File: src/rtl/timer_setup_panel.sv
// Countdown-timer front panel: debounced buttons edit the min/sec preset and issue start/pause/stop pulses.
// Button-to-action latency is 2 + DEBOUNCE_CYCLES + 2 cycles; all outputs are registered.
module timer_setup_panel #(
  parameter int DEBOUNCE_CYCLES = 1000000,
  parameter int MAX_MIN         = 99,
  parameter int MAX_SEC         = 59
) (
  input  logic       clock,
  input  logic       reset,
  input  logic       btn_up,
  input  logic       btn_down,
  input  logic       btn_sel,
  input  logic       btn_go,
  input  logic       btn_halt,
  input  logic       done,
  output logic [6:0] min,
  output logic [6:0] sec,
  output logic       start,
  output logic       pause,
  output logic       stop,
  output logic       field,
  output logic [1:0] state
);

  typedef enum logic [1:0] {EDIT = 2'b00, RUNNING = 2'b01, PAUSED = 2'b10} panel_state_t;
  typedef enum logic [2:0] {ACT_NONE, ACT_HALT, ACT_GO, ACT_SEL, ACT_UP, ACT_DOWN} act_t;

  localparam int NB     = 5;
  localparam int B_UP   = 0;
  localparam int B_DOWN = 1;
  localparam int B_SEL  = 2;
  localparam int B_GO   = 3;
  localparam int B_HALT = 4;
  localparam int CW     = $clog2(DEBOUNCE_CYCLES);
  localparam logic [CW-1:0] CNT_LAST = CW'(DEBOUNCE_CYCLES - 1);
  localparam logic [6:0] MIN_TOP = 7'(MAX_MIN);
  localparam logic [6:0] SEC_TOP = 7'(MAX_SEC);

  logic [NB-1:0] raw;
  logic [NB-1:0] sync1, sync2, deb, deb_d, strb;
  logic [CW-1:0] cnt [NB];
  logic          done_s1, done_s2, done_d, done_rise;

  panel_state_t state_q, state_n;
  act_t         act;
  logic [6:0]   min_n, sec_n;
  logic         field_n, start_n, pause_n, stop_n;

  assign raw = {btn_halt, btn_go, btn_sel, btn_down, btn_up};

  // Debounced level flips after DEBOUNCE_CYCLES consecutive disagreeing samples;
  // the strobe is registered once more so it lands the cycle after the rise.
  always_ff @(posedge clock or posedge reset) begin
    if (reset) begin
      sync1 <= '0;
      sync2 <= '0;
      deb   <= '0;
      deb_d <= '0;
      strb  <= '0;
      for (int i = 0; i < NB; i++) cnt[i] <= '0;
    end else begin
      sync1 <= raw;
      sync2 <= sync1;
      deb_d <= deb;
      strb  <= deb & ~deb_d;
      for (int i = 0; i < NB; i++) begin
        if (sync2[i] == deb[i]) begin
          cnt[i] <= '0;
        end else if (cnt[i] == CNT_LAST) begin
          cnt[i] <= '0;
          deb[i] <= sync2[i];
        end else begin
          cnt[i] <= cnt[i] + CW'(1);
        end
      end
    end
  end

  always_ff @(posedge clock or posedge reset) begin
    if (reset) begin
      done_s1 <= 1'b0;
      done_s2 <= 1'b0;
      done_d  <= 1'b0;
    end else begin
      done_s1 <= done;
      done_s2 <= done_s1;
      done_d  <= done_s2;
    end
  end

  assign done_rise = done_s2 & ~done_d;

  always_comb begin
    act = ACT_NONE;
    if (strb[B_HALT])      act = ACT_HALT;
    else if (strb[B_GO])   act = ACT_GO;
    else if (strb[B_SEL])  act = ACT_SEL;
    else if (strb[B_UP])   act = ACT_UP;
    else if (strb[B_DOWN]) act = ACT_DOWN;
  end

  function automatic logic [6:0] step(input logic [6:0] v, input logic [6:0] vmax, input logic dn);
    if (dn) return (v == 7'd0) ? vmax : v - 7'd1;
    else    return (v >= vmax) ? 7'd0 : v + 7'd1;
  endfunction

  always_comb begin
    state_n = state_q;
    min_n   = min;
    sec_n   = sec;
    field_n = field;
    start_n = 1'b0;
    pause_n = 1'b0;
    stop_n  = 1'b0;
    case (state_q)
      EDIT: begin
        case (act)
          ACT_HALT: begin
            min_n   = '0;
            sec_n   = '0;
            field_n = 1'b0;
          end
          ACT_GO: begin
            if (min != '0 || sec != '0) begin
              start_n = 1'b1;
              state_n = RUNNING;
            end
          end
          ACT_SEL: field_n = ~field;
          ACT_UP, ACT_DOWN: begin
            if (field) sec_n = step(sec, SEC_TOP, act == ACT_DOWN);
            else       min_n = step(min, MIN_TOP, act == ACT_DOWN);
          end
          default: ;
        endcase
      end
      RUNNING: begin
        if (act == ACT_HALT) begin
          stop_n  = 1'b1;
          state_n = EDIT;
          field_n = 1'b0;
        end else if (act == ACT_GO) begin
          pause_n = 1'b1;
          state_n = PAUSED;
        end else if (done_rise) begin
          state_n = EDIT;
          field_n = 1'b0;
        end
      end
      PAUSED: begin
        if (act == ACT_HALT) begin
          stop_n  = 1'b1;
          state_n = EDIT;
          field_n = 1'b0;
        end else if (act == ACT_GO) begin
          start_n = 1'b1;
          state_n = RUNNING;
        end
      end
      default: state_n = EDIT;
    endcase
  end

  always_ff @(posedge clock or posedge reset) begin
    if (reset) begin
      state_q <= EDIT;
      min     <= '0;
      sec     <= '0;
      field   <= 1'b0;
      start   <= 1'b0;
      pause   <= 1'b0;
      stop    <= 1'b0;
    end else begin
      state_q <= state_n;
      min     <= min_n;
      sec     <= sec_n;
      field   <= field_n;
      start   <= start_n;
      pause   <= pause_n;
      stop    <= stop_n;
    end
  end

  assign state = state_q;

endmodule

File: config.mk
export PLATFORM = sky130hd
export DESIGN_NAME = timer_setup_panel
export DESIGN_NICKNAME = d
export VERILOG_FILES = /design/src/rtl/timer_setup_panel.sv
export SDC_FILE = /design/constraint.sdc
export NUM_CORES = 1
export LEC_CHECK = 0
export CAP_MARGIN = 25
export CORE_MARGIN = 2
export CORE_UTILIZATION = 30
export DETAILED_ROUTE_END_ITERATION = 8
export HOLD_SLACK_MARGIN = 0.1
export PLACE_DENSITY_LB_ADDON = 0.3
export REMOVE_ABC_BUFFERS = 1
export SETUP_SLACK_MARGIN = 0.5
export SYNTH_ARGS = -nofsm -noshare
export SYNTH_HDL_FRONTEND = slang
export SYNTH_SLANG_ARGS = --single-unit
export TNS_END_PERCENT = 10
File: constraint.sdc
create_clock -name clock -period 5.7 [get_ports clock]
set_input_delay 1.425 -clock clock [delete_from_list [all_inputs] [get_ports clock]]
set_output_delay 1.425 -clock clock [all_outputs]
set_load 0.02 [all_outputs]
Word-level counts from Yosys, hierarchy flattened
Cells that the tools add are included.
Word-level totals
  bits in registers: 148
  output and inout bits: 20
Cells by class
  equal/unequal tests: 27
  bitwise gates (word level): 10
  reduce and logical (&&, ||, !) cells: 19
  order comparisons: 2
  multiplexer cells: 47
  add/subtract/negate cells: 9
Operators by type and width (count)
  two-way mux 20 bit: 10
  adder 20 x 1 -> 20 bit (second input constant): 5
  equality test 20 bit (second input constant): 5
  two-way mux 7 bit: 8
  case mux 7 bit (2 select lines): 2
  two-way mux 3 bit: 5
  adder 7 x 1 -> 7 bit (second input constant): 2
  zero test 7 bit: 2
  two-way mux 2 bit: 7
  nonzero test 7 bit: 2
  subtractor 7 x 1 -> 7 bit (second input constant): 2
  two-way mux 1 bit: 11
  != test 2 bit (second input constant): 5
  AND reduction 2 bit: 5
  != test 3 bit (second input constant): 3
  greater-or-equal comparator 7 x 6 -> 1 bit (second input constant): 1
  greater-or-equal comparator 7 bit (second input constant): 1
  inverter 1 bit: 7
  equality test 3 x 2 -> 1 bit (second input constant): 2
  equality test 3 bit (second input constant): 2
  case mux 2 bit (3 select lines): 1
  AND reduction 3 bit: 2
  bitwise AND 5 bit: 1
  equality test 1 bit: 5
  other kinds (16): 18

Longest topological paths before layout
  depth after elaboration: 9
  gate-level depth with buffers: 8
  mapped depth without buffers: 7

Worst setup path after synthesis
OpenSTA, ideal clock, no wires.
  path kind: reg-to-reg
  start: register sec[0]
  end: register sec[3]
  clock period less this slack: 2.019 ns
  path buffers: 0
  library setup time: 0.066 ns
  required time: 5.634 ns
  data arrival time: 1.953 ns
  stages on the path, launching flop included: 7
  setup slack: 3.681 ns
  cell sequence: dfrtp_1 -> ha_1 -> a211o_1 -> a41oi_1 -> nand2_1 -> o31ai_1 -> a22o_1
Between the ends
  longest elaborated chain between the ends: 5
  elaborated cells on any way between the ends: 9
RTL lines
  from (decl): RTL line 17  | output logic [6:0] sec,
  from (signal assigned): RTL line 176  | sec <= sec_n;
  adder 7 x 1 -> 7 bit (tied with other cells): RTL line 104  | else return (v >= vmax) ? 7'd0 : v + 7'd1;
  two-way mux 7 bit (on tied branches): RTL line 104, 103
  two-way mux 7 bit (*): RTL line 103  | if (dn) return (v == 7'd0) ? vmax : v - 7'd1;
  two-way mux 7 bit (*): RTL line 131  | if (field) sec_n = step(sec, SEC_TOP, act == ACT_DOWN);
  case mux 7 bit (2 select lines) (*): RTL line 117  | case (act)
Mark *: on every way between the ends. The rest lies on a longest branch, timed or not. The select of a mux whose other input is x is not followed.
A chain may end at the register's enable or synchronous reset.

Final worst setup path
  start: register min[0]
  end: output min[0]
RTL lines
  from (decl): RTL line 16  | output logic [6:0] min,
  from (signal assigned): RTL line 175  | min <= min_n;
No word-level cell between the ends.

==> flow_metrics.py <==
metrics = {
    "run_status": {
        "status": "complete, no violations",
    },
    "timing": {
        "clock.fmax_ghz": 0.326,
        "setup_ws_ps": 2630,
        "clock-skew-final_ps": 8.41,
        "setup_viol": 0,
        "fin_crit_ps": 3070,
        "slew_headroom_pct": 33.8,
        "rsz0062_at_grt": "no",
        "setup-tns-final_ps": 0,
        "timing_hold_violations_final": 0,
        "fin_crit_sh_pct": 53.8,
        "drv_slew": 0,
        "worst_pin_slew_ps": 984,
    },
    "setup_path": {
        "start_kind": "register",
        "cp_max_fo": 12,
        "path_buf_inv": 1,
        "cp_data_required_time_ps": 4280,
        "cp_slowest_cell": "clkdlybuf4s50_1",
        "path_delay_family": "buffers and inverters",
        "cp_cell_sequence": "clkdlybuf4s50_1",
        "critPathKind": "register to output pin",
        "worstSetupEndpointType": "output pin",
        "worstPathArrival_ps": 1640,
        "max_stage_delay_ps": 680,
        "ff2ff_setup_slack_ps": 3370,
    },
    "logic_synthesis": {
        "netlist_area_sq_um": 7300,
        "synth_top_family_by_area": "simple AND/OR/NAND/NOR gates",
        "synth_top_area_share_pct": 50.7,
        "synth_edf_count": 0,
        "avgSynthCellArea_sq_um": 9.90,
        "synth_warnings": 0,
        "ys.flop_type": "dfrtp_1",
        "ys_seq_area_share_pct": 50.7,
        "async_flop_share_pct": 100,
        "synth_seq_cells": 148,
        "synth_cell_types": 59,
        "yosysTopAreaCell": "dfrtp_1",
        "synth-simple-area-share_pct": 24.4,
        "yosys.area_share.adder_pct": 2.40,
        "synth-xor-area-share_pct": 11.8,
        "muxShareOfSynthArea_pct": 1.41,
        "netlist_instances": 737,
        "synth_commonest_cells": "dfrtp_1 (148), nor2_1 (130), nand3_1 (53)",
        "synth_compound_area_share_pct": 5.86,
        "yosysMostFrequentCell": "dfrtp_1",
        "ys_top_cells_by_area": "dfrtp_1 (51%), nor2_1 (6.7%), xor2_1 (6.1%)",
    },
    "clock_tree": {
        "cts_hold_buf": 0,
        "cts_buffer_depth": 2,
        "cts_made_buffers": 17,
        "cts_resized": 0,
        "worst_skew_pair.late_latency_ps": 420,
        "cts-root-buf": "clkbuf_16",
        "cts_sinks": 148,
        "htreeDepth": 4,
        "cts_setup_buffers": 0,
        "clk_pin_slew_ps": 60,
        "cts_tree": "built",
    },
    "floorplan": {
        "dieWidth_um": 160,
        "rows": 57,
        "coreArea_sq_um": 24100,
        "initial_core_util_pct": 30.3,
        "io_pins": 28,
        "fp.dieH_um": 160,
        "dieArea_sq_um": 25600,
    },
    "power": {
        "peakVddDrop_mv": 0.193,
        "power.density_nw_per_um2": 264,
        "pwr-share-comb_pct": 2.5,
        "seqPwrFrac_pct": 48.5,
        "power_frac_clock_pct": 49.0,
        "power.share.switching_pct": 21.8,
        "p_leak_nw": 3.59,
        "p_int_w": 0.00173,
        "p_switching_w": 0.000483,
    },
    "placement": {
        "place.gp.congestion": 0.786,
        "hpwl_um": 9240,
        "portBuffers": 27,
        "post-place-ws_ps": 2630,
    },
    "drt": {
        "dr.first_iter.drc_count": 320,
        "drcViolationCount": 0,
        "vias_per_cell": 4.69,
        "firstDrtPassIters": 4,
        "wl_per_cell_um": 12.6,
        "drtAntennaViolNets": 0,
        "routed_wl_um": 13800,
        "vias": 5150,
    },
    "final_layout": {
        "nNetsFinal": 784,
        "multi_input_area_sq_um": 3340,
        "seq_area_sq_um": 3700,
        "n_antenna_cell": 0,
        "num-fill-cells": 2536,
        "syn2layout_area_growth_pct": 15.2,
        "drive_gt1_share_pct": 7.62,
    },
    "grt": {
        "grt_pass1_vias": 5043,
        "antenna_found_initial": 0,
        "overflow": 0,
        "grt_max_degree": 70,
        "track_usage_pct": 11.4,
        "grt_pass1_wl_um": 24300,
    },
    "flow_run": {
        "maxCapViolCount": 0,
    },
    "hold_path": {
        "hold_path.class": "register to register",
    },
}
## layout by cell type, fill, tap and decap left out, types with 8 or more instances in the layout
master | Yosys | final
nor2_1 | 130 | 130
nand3_1 | 53 | 53
inv_1 | 25 | 24
clkdlybuf4s50_1 | 0 | 27
nand2_1 | 47 | 47
dfrtp_1 | 148 | 148
xnor2_1 | 47 | 47
nor4_1 | 18 | 18
xor2_1 | 51 | 51
clkbuf_16 | 0 | 17
a21oi_1 | 8 | 8
ha_1 | 14 | 14
nand4_1 | 18 | 18
o21ai_0 | 14 | 14
nor3_1 | 22 | 22
or2_2 | 9 | 9
and3_1 | 18 | 18
## stage by stage
stage / total power (W) / hold WS (ps) / utilization (%) / std cells / instance area (sq um)
floorplan: 0.00113 / 331 / - / 714 / 7140
global placement: 0.00115 / 332 / 32.5 / 1067 / 7840
detailed placement: 0.00115 / 335 / 32.5 / 1067 / 7840
CTS: 0.00226 / 348 / 34.9 / 1098 / 8410
global route: 0.00231 / 352 / 34.9 / 1098 / 8410
finish: 0.00222 / 346 / 34.9 / 1098 / 8410
## worst register-to-register path, delay by kind of cell (launching register included)
family	cells	cell delay [ps]
compound gates	4	1280
fa+ha+maj	1	300
flops	1	470
simple gates	1	220
## worst paths after layout
| path | endpoint | start | depth (start not counted) |
|---|---|---|---|
| setup reg to reg | sec[3] | sec[0] | 6 |
| hold / removal | sync2[3] | sync1[3] | 0 |
| max in group asynchronous | cnt[8] | reset | 3 |
| hold reg to reg | sync2[3] | sync1[3] | 0 |
| min in group asynchronous | stop | reset | 2 |
| setup / recovery | min[0] | min[0] | 1 |
## sequential cells by signal, summed over array words and instances (netlist names)
signal and flops:
stop 1, strb 5, deb_d 5, state 2, start 1, sec 7
sync2 5, field 1, deb 5, done_s1 1, min 7, sync1 5
pause 1, done_d 1, cnt 100, done_s2 1
## layer usage
layer,global-route usage (%),part of all wire (%)
met1,15.9,51
met5,0,0
met2,17.8,45
met4,3.60,0.66
met3,2.49,2.5
## power by group through the flow
stage          clock network, W  registers (W)  logic (W)
2_1_floorplan                 0        0.00109  0.0000390
3_3_place_gp                  0        0.00109  0.0000584
3_5_place_dp                  0        0.00109  0.0000587
4_1_cts                 0.00113        0.00107  0.0000587
5_1_grt                 0.00117        0.00108  0.0000668
6_report                0.00109        0.00107  0.0000550
## final cells by class
type	instances	area share, %
multi-input cells	541	39.8
repair buffers	29	3.39
clock inverters	12	1.53
clock buffers	19	5.27
flip-flops and latches	148	44.1
inverters	25	1.18
well taps	324	4.82
## cell families after synthesis
kind of cell | count (synthesis)
AO/OA/AOI/OAI | 62
AND/OR/NAND/NOR | 358
flip-flops | 148
buffers and inverters | 48
adder cells (fa/ha/maj) | 14
XOR/XNOR | 98
multiplexers | 9
Note: power is estimated with default switching activity, not from simulation.
